File: src/rtl/pipe_reg_skid.sv
// Registered pipeline stage with a one-entry skid buffer: full throughput with
// registered in_ready, plus flush, occupancy report and a saturating stall counter.
module pipe_reg_skid #(
    parameter int                DATA_W     = 64,
    parameter logic [DATA_W-1:0] PRESET_VAL = '0,
    parameter int                CNT_W      = 16
) (
    input  logic              clk,
    input  logic              arst_n,
    input  logic              in_valid,
    output logic              in_ready,
    input  logic [DATA_W-1:0] in_data,
    output logic              out_valid,
    input  logic              out_ready,
    output logic [DATA_W-1:0] out_data,
    input  logic              flush,
    input  logic              clr_cnt,
    output logic [1:0]        occupancy,
    output logic [CNT_W-1:0]  stall_cnt
);

    typedef enum logic [1:0] {
        EMPTY = 2'd0,
        HALF  = 2'd1,
        FULL  = 2'd2
    } state_e;

    state_e            state_q, state_d;
    logic [DATA_W-1:0] main_q, main_d;
    logic [DATA_W-1:0] skid_q, skid_d;
    logic [CNT_W-1:0]  cnt_q, cnt_d;
    logic              accept, pop;

    function automatic logic [CNT_W-1:0] sat_inc(input logic [CNT_W-1:0] v);
        return (&v) ? v : v + CNT_W'(1);
    endfunction

    // Handshake outputs decode only the state register, so nothing combinational
    // from the inputs reaches in_ready or out_valid.
    assign in_ready  = (state_q != FULL);
    assign out_valid = (state_q != EMPTY);
    assign out_data  = main_q;
    assign occupancy = state_q;
    assign stall_cnt = cnt_q;

    assign accept = in_valid && in_ready;
    assign pop    = out_valid && out_ready;

    always_comb begin
        state_d = state_q;
        main_d  = main_q;
        skid_d  = skid_q;
        if (flush) begin
            state_d = EMPTY;
            main_d  = PRESET_VAL;
            skid_d  = PRESET_VAL;
        end else begin
            unique case (state_q)
                EMPTY: begin
                    if (accept) begin
                        state_d = HALF;
                        main_d  = in_data;
                    end
                end
                HALF: begin
                    if (accept && pop) begin
                        main_d = in_data;
                    end else if (accept) begin
                        state_d = FULL;
                        skid_d  = in_data;
                    end else if (pop) begin
                        state_d = EMPTY;
                    end
                end
                FULL: begin
                    if (pop) begin
                        state_d = HALF;
                        main_d  = skid_q;
                    end
                end
                default: state_d = EMPTY;
            endcase
        end
    end

    // Stall accounting runs independently of flush.
    always_comb begin
        cnt_d = cnt_q;
        if (clr_cnt) begin
            cnt_d = '0;
        end else if (out_valid && !out_ready) begin
            cnt_d = sat_inc(cnt_q);
        end
    end

    always_ff @(posedge clk or negedge arst_n) begin
        if (!arst_n) begin
            state_q <= EMPTY;
            main_q  <= PRESET_VAL;
            skid_q  <= PRESET_VAL;
            cnt_q   <= '0;
        end else begin
            state_q <= state_d;
            main_q  <= main_d;
            skid_q  <= skid_d;
            cnt_q   <= cnt_d;
        end
    end

endmodule
File: config.mk
export PLATFORM = sky130hd
export DESIGN_NAME = pipe_reg_skid
export DESIGN_NICKNAME = d
export VERILOG_FILES = /design/src/rtl/pipe_reg_skid.sv
export SDC_FILE = /design/constraint.sdc
export NUM_CORES = 1
export LEC_CHECK = 0
export ABC_AREA = 1
export ABC_CLOCK_PERIOD_IN_PS = 2250
export CAP_MARGIN = 20
export CORE_MARGIN = 10
export CORE_UTILIZATION = 55
export CTS_CLUSTER_SIZE = 20
export DETAILED_ROUTE_END_ITERATION = 12
export PLACE_DENSITY = 0.86
export SLEW_MARGIN = 15
export SYNTH_ARGS = -nofsm -noshare
export SYNTH_HDL_FRONTEND = slang
export SYNTH_SLANG_ARGS = --single-unit
export TNS_END_PERCENT = 100
File: constraint.sdc
create_clock -name clk -period 2.25 [get_ports clk]
set_input_delay 0.225 -clock clk [delete_from_list [all_inputs] [get_ports clk]]
set_output_delay 0.225 -clock clk [all_outputs]
set_load 0.02 [all_outputs]
Word-level counts from Yosys, hierarchy flattened --
Cells that the tools add are included.
Word-level totals: logic and storage cells 49, bits of input ports 70, bits in registers 146, output and inout bits 84
Cells by class: eq/ne operators 10, multiplexer cells 18, reductions and logical operators 16, $add $sub $neg 1
Operators by type and width (count):
- $mux W64 | 7
- $pmux W64 S3 | 1
- $mux W16 | 3
- $add A16 B1 Y16 const B | 1
- $reduce_and A16 Y1 | 1
- $mux W2 | 6
- $ne A3 B3 Y1 const B | 4
- $reduce_and A4 Y1 | 2
- $reduce_bool A2 Y1 | 4
- $ne A2 B2 Y1 const B | 3
- $pmux W2 S3 | 1
- $logic_and A1 B1 Y1 | 4
- $ne A4 B4 Y1 const B | 1
- $reduce_bool A4 Y1 | 1
- $reduce_and A3 Y1 | 1
- $eq A2 B1 Y1 const B | 1
- $eq A2 B2 Y1 const B | 1
- $logic_not A2 Y1 | 1
- $reduce_and A2 Y1 | 1
- $logic_not A1 Y1 | 1

Longest topological paths before layout --
Gate-level depths: netlist (run 1).
depth in word-level cells 7, mapped depth 11, mapped depth without buffers 9

Least setup slack after synthesis (run 1) --
No wires, ideal clock.
path kind flip-flop to flip-flop, from reg cnt_q[1] (netlist: stall_cnt[1]), to reg cnt_q[1] (netlist: stall_cnt[1]), required time 2120 ps, buffers on the path 0, setup time 130 ps, stages on the path, launching flop included 7, path slack 653 ps, period minus slack after synthesis 1597 ps, arrival time 1466 ps, path through dfrtp_1 -> ha_1 -> nand2_1 -> nor2_1 -> nand4_1 -> nand3_1 -> o21ai_0
Between the ends: cells in the longest elaborated chain, start to end 4, elaborated cells between the ends (all ways) 7, those cells by class 1 x add/sub; 1 x eq/ne; 3 x mux; 2 x reduce/logical
RTL lines:
- from (decl) | RTL line 31 | logic [CNT_W-1:0] cnt_q, cnt_d;
- from (signal assigned) | RTL line 106 | cnt_q <= cnt_d;
- $add A16 B1 Y16 | RTL line 35 | return (&v) ? v : v + CNT_W'(1);
- $mux W16 | RTL line 35
- $mux W16 | RTL line 91 | end else if (out_valid && !out_ready) begin
- $mux W16 | RTL line 89 | if (clr_cnt) begin
Parallel ways exist; a longest one is shown, timed or not. The select of a mux whose other input is x is not followed. A chain may end at the register's enable or synchronous reset.

Worst setup path after layout (run 1) --
from reg state_q[1] (netlist: occupancy[1]), to out out_valid
Between the ends: cells in the longest elaborated chain, start to end 1
RTL lines:
- from (decl) | RTL line 28 | state_e state_q, state_d;
- from (signal assigned) | RTL line 103 | state_q <= state_d;
- $reduce_bool A2 Y1 | RTL line 41 | assign out_valid = (state_q != EMPTY);
- to (decl) | RTL line 13 | output logic out_valid,
No other way between the ends.

==> impl_metrics.py, run 1 <==
metrics = {
    "grt": {
        "grt_pass1_wl_um": 29990,
        "antenna_found_initial": 1,
        "grt_max_degree": 105,
        "grt_usage": 0.2063,
        "grt_pass1_vias": 6018,
        "grt.overflow.total": 0,
    },
    "power": {
        "power.leakage_nw": 3.750,
        "seq_power_share": 0.396,
        "power_per_cell_area_nw_per_um2": 830.0,
        "combPwrFrac": 0.226,
        "max-vdd-ir-drop_uv": 584.4,
        "switching_power_w": 0.002195,
        "swShare": 0.2858,
        "p_int_w": 0.005486,
        "p_clk_frac": 0.378,
    },
    "synthesis": {
        "avgSynthCellArea_um2": 8.535,
        "syn_inst": 806,
        "synth-main-ff-cell": "dfrtp_1",
        "ys_warn_count": 0,
        "synth-seq-cells": 146,
        "yosys-top-cells-area": "dfrtp_1 53%, nand2_1 10%, o211ai_1 7.0%",
        "synth_cell_type_count": 23,
        "seq_area_frac_synth": 0.5311,
        "synth_edf_count": 0,
        "synth_area_um2": 6879,
        "synth_top_area_frac": 0.5311,
        "async_flop_share": 1.000,
        "syn_nets": 877,
        "yosys.area.top_type": "dfrtp_1",
    },
    "sta": {
        "timing.hold.ws_ns": 0.3662,
        "finalHoldViolCount": 0,
        "rsz0062_at_grt": "false",
        "finalSetupTns_ns": 0,
        "max_freq_mhz": 497.6,
        "slew_viol_final": 0,
        "max_slew_margin": 0.5710,
        "worst_slew_pin_slew_ns": 0.6435,
        "min_period_over_period": 0.8931,
        "setup_viol": 0,
        "fin_crit_ns": 2.009,
        "fin_skew_ns": 0.005771,
    },
    "placement": {
        "portBuffers": 153,
        "dpl.hpwl_um": 12030,
        "globalplace.congestion": 0.8745,
        "placed_area_um2": 8631,
        "dp_cells": 1092,
    },
    "die": {
        "die_area_um2": 17380,
        "io_pins": 154,
        "start_util": 0.5680,
        "die_y_um": 131.8,
        "rows": 40,
        "die_w_um": 131.8,
        "core-area_um2": 12110,
    },
    "worst_setup_path": {
        "crit_chain": "nor2_2 -> inv_1 -> clkdlybuf4s50_1",
        "cp_top_family": "buffers and inverters",
        "crit_path_end_kind": "output pin",
        "critical_path_class": "flop to output pin",
        "cp.required_ns": 2.03,
        "cpPeakStageDelay_ns": 0.55,
        "crit_fanout": 5,
        "crit_path_start_kind": "flop",
        "arrival_ns": 1.78,
        "critPathBufInv": 2,
        "crit_slowest_cell": "clkdlybuf4s50_1",
    },
    "clock_tree": {
        "cts-htree-levels": 4,
        "cts_buffers": 17,
        "post_cts.repair.setup_buffers": 0,
        "cts_root_buf": "clkbuf_16",
        "clockBufferDepth": 2,
        "path_clk_slew_ns": 0.06,
        "clock_sinks": 146,
        "clock_latency_ns": 0.42,
        "cts_tree": "done",
    },
    "drt": {
        "drcViolationCount": 0,
        "wl_per_cell_um": 16.08,
        "avgViaCountPerCell": 5.491,
        "vias": 6172,
        "finalWirelength_um": 18080,
        "ant_nets": 0,
        "drtIter0Drc": 549,
        "first_pass_iters": 5,
    },
    "hold_path": {
        "hp-class": "primary input to async pin",
    },
    "run": {
        "drv_cap": 0,
    },
    "final_layout": {
        "final_common_cell": "nand2_1",
        "final_cell_area_um2": 9254,
        "fin_nets": 1015,
        "layout-drive-gt1-share": 0.08787,
        "antennaDiodeCount": 0,
        "finalNonFillerCells": 1124,
        "fillers": 889,
        "syn_to_final_growth_pct": 34.52,
        "final_cell_mix": "185 x nand2_1, 152 x clkdlybuf4s50_1, 146 x dfrtp_1",
    },
    "run_status": {
        "outcome": "finished, final reports clean",
    },
}
[cell families after synthesis]
kind of cell / count (synthesis) / share of synthesized area
and+or+nand+nor: 302 / 0.1833
AOI/OAI and AO/OA: 209 / 0.1873
DFF: 146 / 0.5311
buffers and inverters: 141 / 0.08749
xor gates and xnor gates: 7 / 0.008913
adders and majority gates: 1 / 0.001819
[layout make-up]
type                    instances  area (µm²)  area share
multi-input cells             519        2631      0.2843
flip-flops and latches        146        3654      0.3948
repair buffers                174        1818      0.1965
clock buffers                  22       484.2     0.05233
inverters                      86       327.8     0.03542
well taps                     168       210.2     0.02272
clock inverters                 9       128.9     0.01393
[power by group through the flow]
| stage | Combinational [W] | Clock (W) | Sequential, W |
|---|---|---|---|
| floorplan | 0.000633 | 0 | 0.00332 |
| global placement | 0.00170 | 0 | 0.00308 |
| detailed placement | 0.00174 | 0 | 0.00308 |
| CTS | 0.00175 | 0.00293 | 0.00304 |
| global route | 0.00188 | 0.00304 | 0.00307 |
| finish | 0.00174 | 0.00290 | 0.00304 |
[flip-flops by register name (all words and copies together), names as in the netlist]
register   count
out_data      64
stall_cnt     16
occupancy      2
skid_q        64
[per-stage QoR]
step	utilization	power [W]	worst slack, ns
floorplan	-	0.003949	0.6534
global placement	0.7126	0.004781	0.3615
detailed placement	0.7126	0.004816	0.2643
CTS	0.7641	0.007726	0.2412
global route	0.7641	0.007994	0.1627
finish	0.7641	0.007681	0.2405
[routing by layer]
| metal | share of wire | GRT usage | vias up | wire length (µm) |
|---|---|---|---|---|
| met4 | 0.019 | 0.06922 | 2 | 341 |
| met1 | 0.43 | 0.2618 | 2947 | 7690 |
| met5 | 0.00072 | 0 | - | 13 |
| met2 | 0.48 | 0.3255 | 225 | 8624 |
| met3 | 0.078 | 0.06631 | 38 | 1405 |
| li1 | - | - | 2960 | - |
[what timing repair did]
item | CTS | global route
endpoints found under the hold margin | 63 | 0
resized for setup | 0 | 0
hold buffers | 1 | 0
[path summary, 6_finish.rpt]
kind,from,to,slack (ns),cells after the start
max,occupancy[1],out_valid,0.24,3
min,arst_n,stall_cnt[1],0.37,2
max reg2reg,occupancy[1],out_data[12],0.46,8
min reg2reg,out_data[27],out_data[27],0.48,2
max in group asynchronous,arst_n,skid_q[29],1.15,3
min in group clk,in_data[47],skid_q[47],0.41,3
[cells in the mapped netlist (6+ instances only)]
cell / instances
nand3_1: 78
clkbuf_1: 17
nor2_1: 26
o211ai_1: 64
buf_2: 31
o21ai_2: 20
o21ai_0: 67
inv_1: 81
nand4_1: 6
o21ai_1: 52
nand2_1: 186
dfrtp_1: 146
xor2_1: 6
Power figures use the tool's default switching activity.
==> run 2, diff against run 1 <==
--- a/config.mk
+++ b/config.mk
@@ -6,7 +6,7 @@
 export NUM_CORES = 1
 export LEC_CHECK = 0
 export ABC_AREA = 1
-export ABC_CLOCK_PERIOD_IN_PS = 2250
+export ABC_CLOCK_PERIOD_IN_PS = 2600
 export CAP_MARGIN = 20
 export CORE_MARGIN = 10
 export CORE_UTILIZATION = 55
==> constraint.sdc (replaced) <==
create_clock -name clk -period 2.6 [get_ports clk]
set_input_delay 0.26 -clock clk [delete_from_list [all_inputs] [get_ports clk]]
set_output_delay 0.26 -clock clk [all_outputs]
set_load 0.02 [all_outputs]
==> run 2 against run 1 <==
Effect of this change:
- sequential cell count stayed put
- clock-buffer cell count is 6 higher
- clock power is 21% lower
- combinational power is 15% lower
- largest cell class unchanged
- die area stayed put
- final area is 1.5% lower
- global-route usage hardly changed
- sequential power is 14% lower
- setup slack better by 0.35 ns
- critical endpoint unchanged
- hold slack better by 0.045 ns
- non-clock buffer count is 7 lower
==> impl_metrics.py, run 2 (synthesis gave the netlist of run 1 again) <==
metrics = {
    "run_status": {
        "outcome": "finished, final reports clean",
    },
    "clock_tree": {
        "clock_latency_ns": 0.42,
        "cts_resized": 0,
        "clockBufferDepth": 2,
        "cts_tree": "done",
        "clock_sinks": 146,
        "cts_root_buf": "clkbuf_16",
        "cts-htree-levels": 4,
        "cts_buffers": 17,
        "path_clk_slew_ns": 0.06,
    },
    "placement": {
        "portBuffers": 153,
        "dp_cells": 1085,
        "globalplace.congestion": 0.8473,
        "dpl.hpwl_um": 11690,
        "placed_area_um2": 8541,
    },
    "sta": {
        "rsz0062_at_grt": "false",
        "max_slew_margin": 0.5478,
        "fin_skew_ns": 0.003872,
        "fin_crit_ns": 2.013,
        "min_period_over_period": 0.7741,
        "max_freq_mhz": 496.9,
        "finalHoldViolCount": 0,
        "worst_slew_pin_slew_ns": 0.6783,
        "slew_viol_final": 0,
        "finalSetupTns_ns": 0,
        "setup_viol": 0,
    },
    "worst_setup_path": {
        "arrival_ns": 1.75,
        "crit_path_end_kind": "output pin",
        "crit_fanout": 5,
        "critical_path_class": "flop to output pin",
        "crit_path_start_kind": "flop",
        "cp.required_ns": 2.34,
    },
    "power": {
        "seq_power_share": 0.410,
        "p_int_w": 0.004542,
        "p_clk_frac": 0.360,
        "power.leakage_nw": 3.686,
        "combPwrFrac": 0.231,
        "max-vdd-ir-drop_uv": 453.7,
        "switching_power_w": 0.001861,
        "swShare": 0.2906,
        "power_per_cell_area_nw_per_um2": 702.2,
    },
    "drt": {
        "wl_per_cell_um": 15.78,
        "avgViaCountPerCell": 5.394,
        "vias": 6031,
        "drtIter0Drc": 618,
        "first_pass_iters": 7,
        "finalWirelength_um": 17640,
        "ant_nets": 0,
        "drcViolationCount": 0,
    },
    "final_layout": {
        "fin_nets": 1008,
        "final_common_cell": "nand2_1",
        "finalNonFillerCells": 1118,
        "layout-drive-gt1-share": 0.07903,
        "final_cell_area_um2": 9117,
        "final_util": 0.7528,
        "syn_to_final_growth_pct": 32.54,
        "final_cell_mix": "185 x nand2_1, 152 x clkdlybuf4s50_1, 146 x dfrtp_1",
    },
    "die": {
        "io_pins": 154,
        "start_util": 0.5680,
        "die_w_um": 131.8,
        "core-area_um2": 12110,
        "die_y_um": 131.8,
        "die_area_um2": 17380,
        "rows": 40,
    },
    "grt": {
        "grt_pass1_wl_um": 29880,
        "grt_usage": 0.2064,
        "grt_max_degree": 70,
        "grt_pass1_vias": 5919,
        "antenna_found_initial": 2,
        "grt.overflow.total": 0,
    },
    "run": {
        "drv_cap": 0,
    },
    "hold_path": {
        "hp-class": "primary input to async pin",
    },
}
run 2: routing by layer:
metal	vias up	routed length [µm]	part of all wire	track usage
met5	-	13	0.00074	0
met3	24	1167	0.066	0.06784
met1	2867	7788	0.44	0.2586
met2	182	8339	0.47	0.3297
met4	2	329	0.019	0.06737
li1	2956	-	-	-
run 2: final timing paths:
kind,start,endpoint,slack [ns],cells after the start
max in group asynchronous,arst_n,out_data[63],1.40,3
min in group clk,in_data[16],skid_q[16],0.45,3
max reg2reg,occupancy[0],out_data[40],0.78,10
min reg2reg,out_data[28],out_data[28],0.48,2
max,occupancy[1],out_valid,0.59,3
min,arst_n,stall_cnt[3],0.41,2
run 2: final cells by class:
type | count | area, µm²
fillers | 865 | 2994
clock inverters | 3 | 17.52
clock buffers | 28 | 546.8
multi-input cells | 519 | 2631
flip-flops and latches | 146 | 3654
well taps | 168 | 210.2
diodes | 1 | 2.502
inverters | 86 | 327.8
repair buffers | 167 | 1728
run 2: through the flow:
| step | total power, W | hold slack (ns) | worst slack [ns] |
|---|---|---|---|
| 3_5_place_dp | 0.004141 | 0.3056 | 0.5245 |
| 6_report | 0.006402 | 0.4111 | 0.5874 |
| 2_1_floorplan | 0.003418 | -0.03559 | 1.003 |
| 3_3_place_gp | 0.004116 | 0.3050 | 0.6192 |
| 4_1_cts | 0.006451 | 0.4333 | 0.5564 |
| 5_1_grt | 0.006692 | 0.4669 | 0.5318 |
run 2: what timing repair did:
item,in CTS,in global routing
hold endpoints to repair,65,0
buffers inserted,0,0
hold buffers,1,0
run 2: power groups by stage:
| stage | logic [W] | clock network, W | registers (W) |
|---|---|---|---|
| final | 0.00148 | 0.00230 | 0.00262 |
| after global routing | 0.00161 | 0.00243 | 0.00265 |
| after CTS | 0.00150 | 0.00233 | 0.00263 |
| after detailed placement | 0.00149 | 0 | 0.00266 |
| after global placement | 0.00146 | 0 | 0.00266 |
| after floorplan | 0.000548 | 0 | 0.00287 |
run 2: critical path: stages, from the launching register on:
cell and delay, ns:
dfrtp_1 0.45, nor2_2 0.24, inv_1 0.10, clkdlybuf4s50_1 0.55
==> run 3, diff against run 2 <==
--- a/config.mk
+++ b/config.mk
@@ -6,13 +6,13 @@
 export NUM_CORES = 1
 export LEC_CHECK = 0
 export ABC_AREA = 1
-export ABC_CLOCK_PERIOD_IN_PS = 2600
+export ABC_CLOCK_PERIOD_IN_PS = 1950
 export CAP_MARGIN = 20
 export CORE_MARGIN = 10
-export CORE_UTILIZATION = 55
+export CORE_UTILIZATION = 51
 export CTS_CLUSTER_SIZE = 20
 export DETAILED_ROUTE_END_ITERATION = 12
-export PLACE_DENSITY = 0.86
+export PLACE_DENSITY = 0.81
 export SLEW_MARGIN = 15
 export SYNTH_ARGS = -nofsm -noshare
 export SYNTH_HDL_FRONTEND = slang
==> constraint.sdc (replaced) <==
create_clock -name clk -period 1.95 [get_ports clk]
set_input_delay 0.195 -clock clk [delete_from_list [all_inputs] [get_ports clk]]
set_output_delay 0.195 -clock clk [all_outputs]
set_load 0.02 [all_outputs]
==> run 3 against run 2 <==
Effect of this change:
- clock-buffer cell count down 7
- clock skew up 0.0040 ns
- first-iteration DRC count down 17%
- final area up 1.8%
- via count down 0.41%
- total power up 41%
- critical path depth unchanged
- sequential share of layout area down 0.72 points
- critical path type unchanged
- critical endpoint unchanged
- highest routed layer is now met4
==> impl_metrics.py, run 3 (synthesis gave the netlist of run 1 again) <==
metrics = {
    "run_status": {
        "outcome": "finished, final reports clean",
    },
    "placement": {
        "portBuffers": 153,
        "dpl.hpwl_um": 11930,
        "dp_cells": 1098,
        "globalplace.congestion": 0.8656,
    },
    "clock_tree": {
        "clockBufferDepth": 2,
        "clock_latency_ns": 0.42,
        "path_clk_slew_ns": 0.06,
        "cts_root_buf": "clkbuf_16",
        "cts-htree-levels": 4,
        "clock_sinks": 146,
        "cts_buffers": 17,
        "cts_tree": "done",
    },
    "final_layout": {
        "finalNonFillerCells": 1130,
        "seq_area_um2": 3654,
        "final_common_cell": "nand2_1",
        "final_util": 0.7012,
        "layout-drive-gt1-share": 0.08491,
        "antennaDiodeCount": 0,
        "fillers": 1076,
        "fin_nets": 1013,
        "final_cell_mix": "185 x nand2_1, 151 x clkdlybuf4s50_1, 146 x dfrtp_1",
        "multi_input_area_um2": 2636,
        "syn_to_final_growth_pct": 34.98,
    },
    "worst_setup_path": {
        "crit_path_start_kind": "flop",
        "arrival_ns": 1.67,
        "crit_fanout": 5,
        "critical_path_class": "flop to output pin",
        "cp.required_ns": 1.75,
        "crit_path_end_kind": "output pin",
    },
    "die": {
        "rows": 42,
        "start_util": 0.5195,
        "die_y_um": 136.1,
        "die_w_um": 136.1,
        "core-area_um2": 13240,
        "io_pins": 154,
        "die_area_um2": 18530,
    },
    "grt": {
        "grt_pass1_wl_um": 30220,
        "grt_max_degree": 63,
        "grt_usage": 0.2007,
        "grt_pass1_vias": 6076,
        "antenna_found_initial": 0,
        "grt.overflow.total": 0,
    },
    "sta": {
        "fin_crit_ns": 1.868,
        "worst_slew_pin_slew_ns": 0.6236,
        "rsz0062_at_grt": "false",
        "min_period_over_period": 0.9579,
        "finalHoldViolCount": 0,
        "setup_viol": 0,
        "slew_viol_final": 0,
        "max_slew_margin": 0.5842,
        "max_freq_mhz": 535.3,
        "fin_skew_ns": 0.007844,
        "finalSetupTns_ns": 0,
    },
    "run": {
        "drv_cap": 0,
    },
    "drt": {
        "drtIter0Drc": 510,
        "vias": 6006,
        "drcViolationCount": 0,
        "finalWirelength_um": 17850,
        "avgViaCountPerCell": 5.315,
        "ant_nets": 0,
        "wl_per_cell_um": 15.80,
        "first_pass_iters": 5,
    },
    "power": {
        "power.leakage_nw": 3.757,
        "power_per_cell_area_nw_per_um2": 973.5,
        "max-vdd-ir-drop_uv": 571.6,
        "total_power_w": 0.009039,
    },
    "hold_path": {
        "hp-class": "primary input to async pin",
    },
}
==> run 3: cell count changes in the layout (fill, tap and decap cells not counted), moves of 2 or more <==
cell and delta:
clkbuf_8 -6, bufinv_16 +5, buf_12 +3, buf_4 +2
==> run 3: metrics by stage <==
stage | worst slack [ns] | hold WS [ns] | area, µm²
after floorplan | 0.3534 | -0.1006 | 6879
after global placement | 0.1908 | 0.1658 | 8626
after detailed placement | 0.1160 | 0.1675 | 8626
after CTS | 0.01063 | 0.2919 | 9278
after global routing | 0.008381 | 0.3337 | 9285
final | 0.08201 | 0.2755 | 9285
==> run 3: final timing paths <==
path,from,endpoint,slack (ns),cells past startpoint
worst max-delay path,occupancy[1],out_valid,0.08,3
min in group clk,in_data[36],skid_q[36],0.38,3
worst max register to register,stall_cnt[1],stall_cnt[1],0.19,9
worst min register to register,out_data[63],out_data[63],0.49,2
worst min-delay path,arst_n,stall_cnt[3],0.28,2
max in group asynchronous,arst_n,skid_q[52],1.01,3
==> run 3: what timing repair did <==
action | in CTS | in global routing
gates resized for setup | 0 | 2
endpoints found under the hold margin | 45 | 0
hold buffers | 1 | 0
setup buffers | 0 | 0
endpoints found under the setup margin | 0 | 1
==> run 3: per-layer routing <==
layer / global-route usage / up-vias / routed length [µm]
met5: 0 / - / 0
met3: 0.07085 / 12 / 1392
met2: 0.3221 / 150 / 8709
met4: 0.06154 / 0 / 138
li1: - / 2963 / -
met1: 0.2491 / 2881 / 7612
==> run 3: area by class of cell <==
type,instances,area share
clock buffers,21,0.04959
clock inverters,10,0.01954
inverters,86,0.03531
multi-input cells,519,0.2839
flip-flops and latches,146,0.3935
well taps,176,0.02372
repair buffers,172,0.1944
==> run 3: worst max-delay path, cell delays in order (launching register included) <==
cell and delay (ns):
dfrtp_1 0.47, nor2_4 0.20, inv_1 0.05, clkdlybuf4s50_1 0.54
==> run 3: report_power, final <==
group,leakage (nW),total (W),switching [W],internal [W]
combinational,1.48,0.00198,0.00113,0.000851
clock,0.313,0.00356,0.00123,0.00233
sequential,1.96,0.00350,0.000170,0.00333
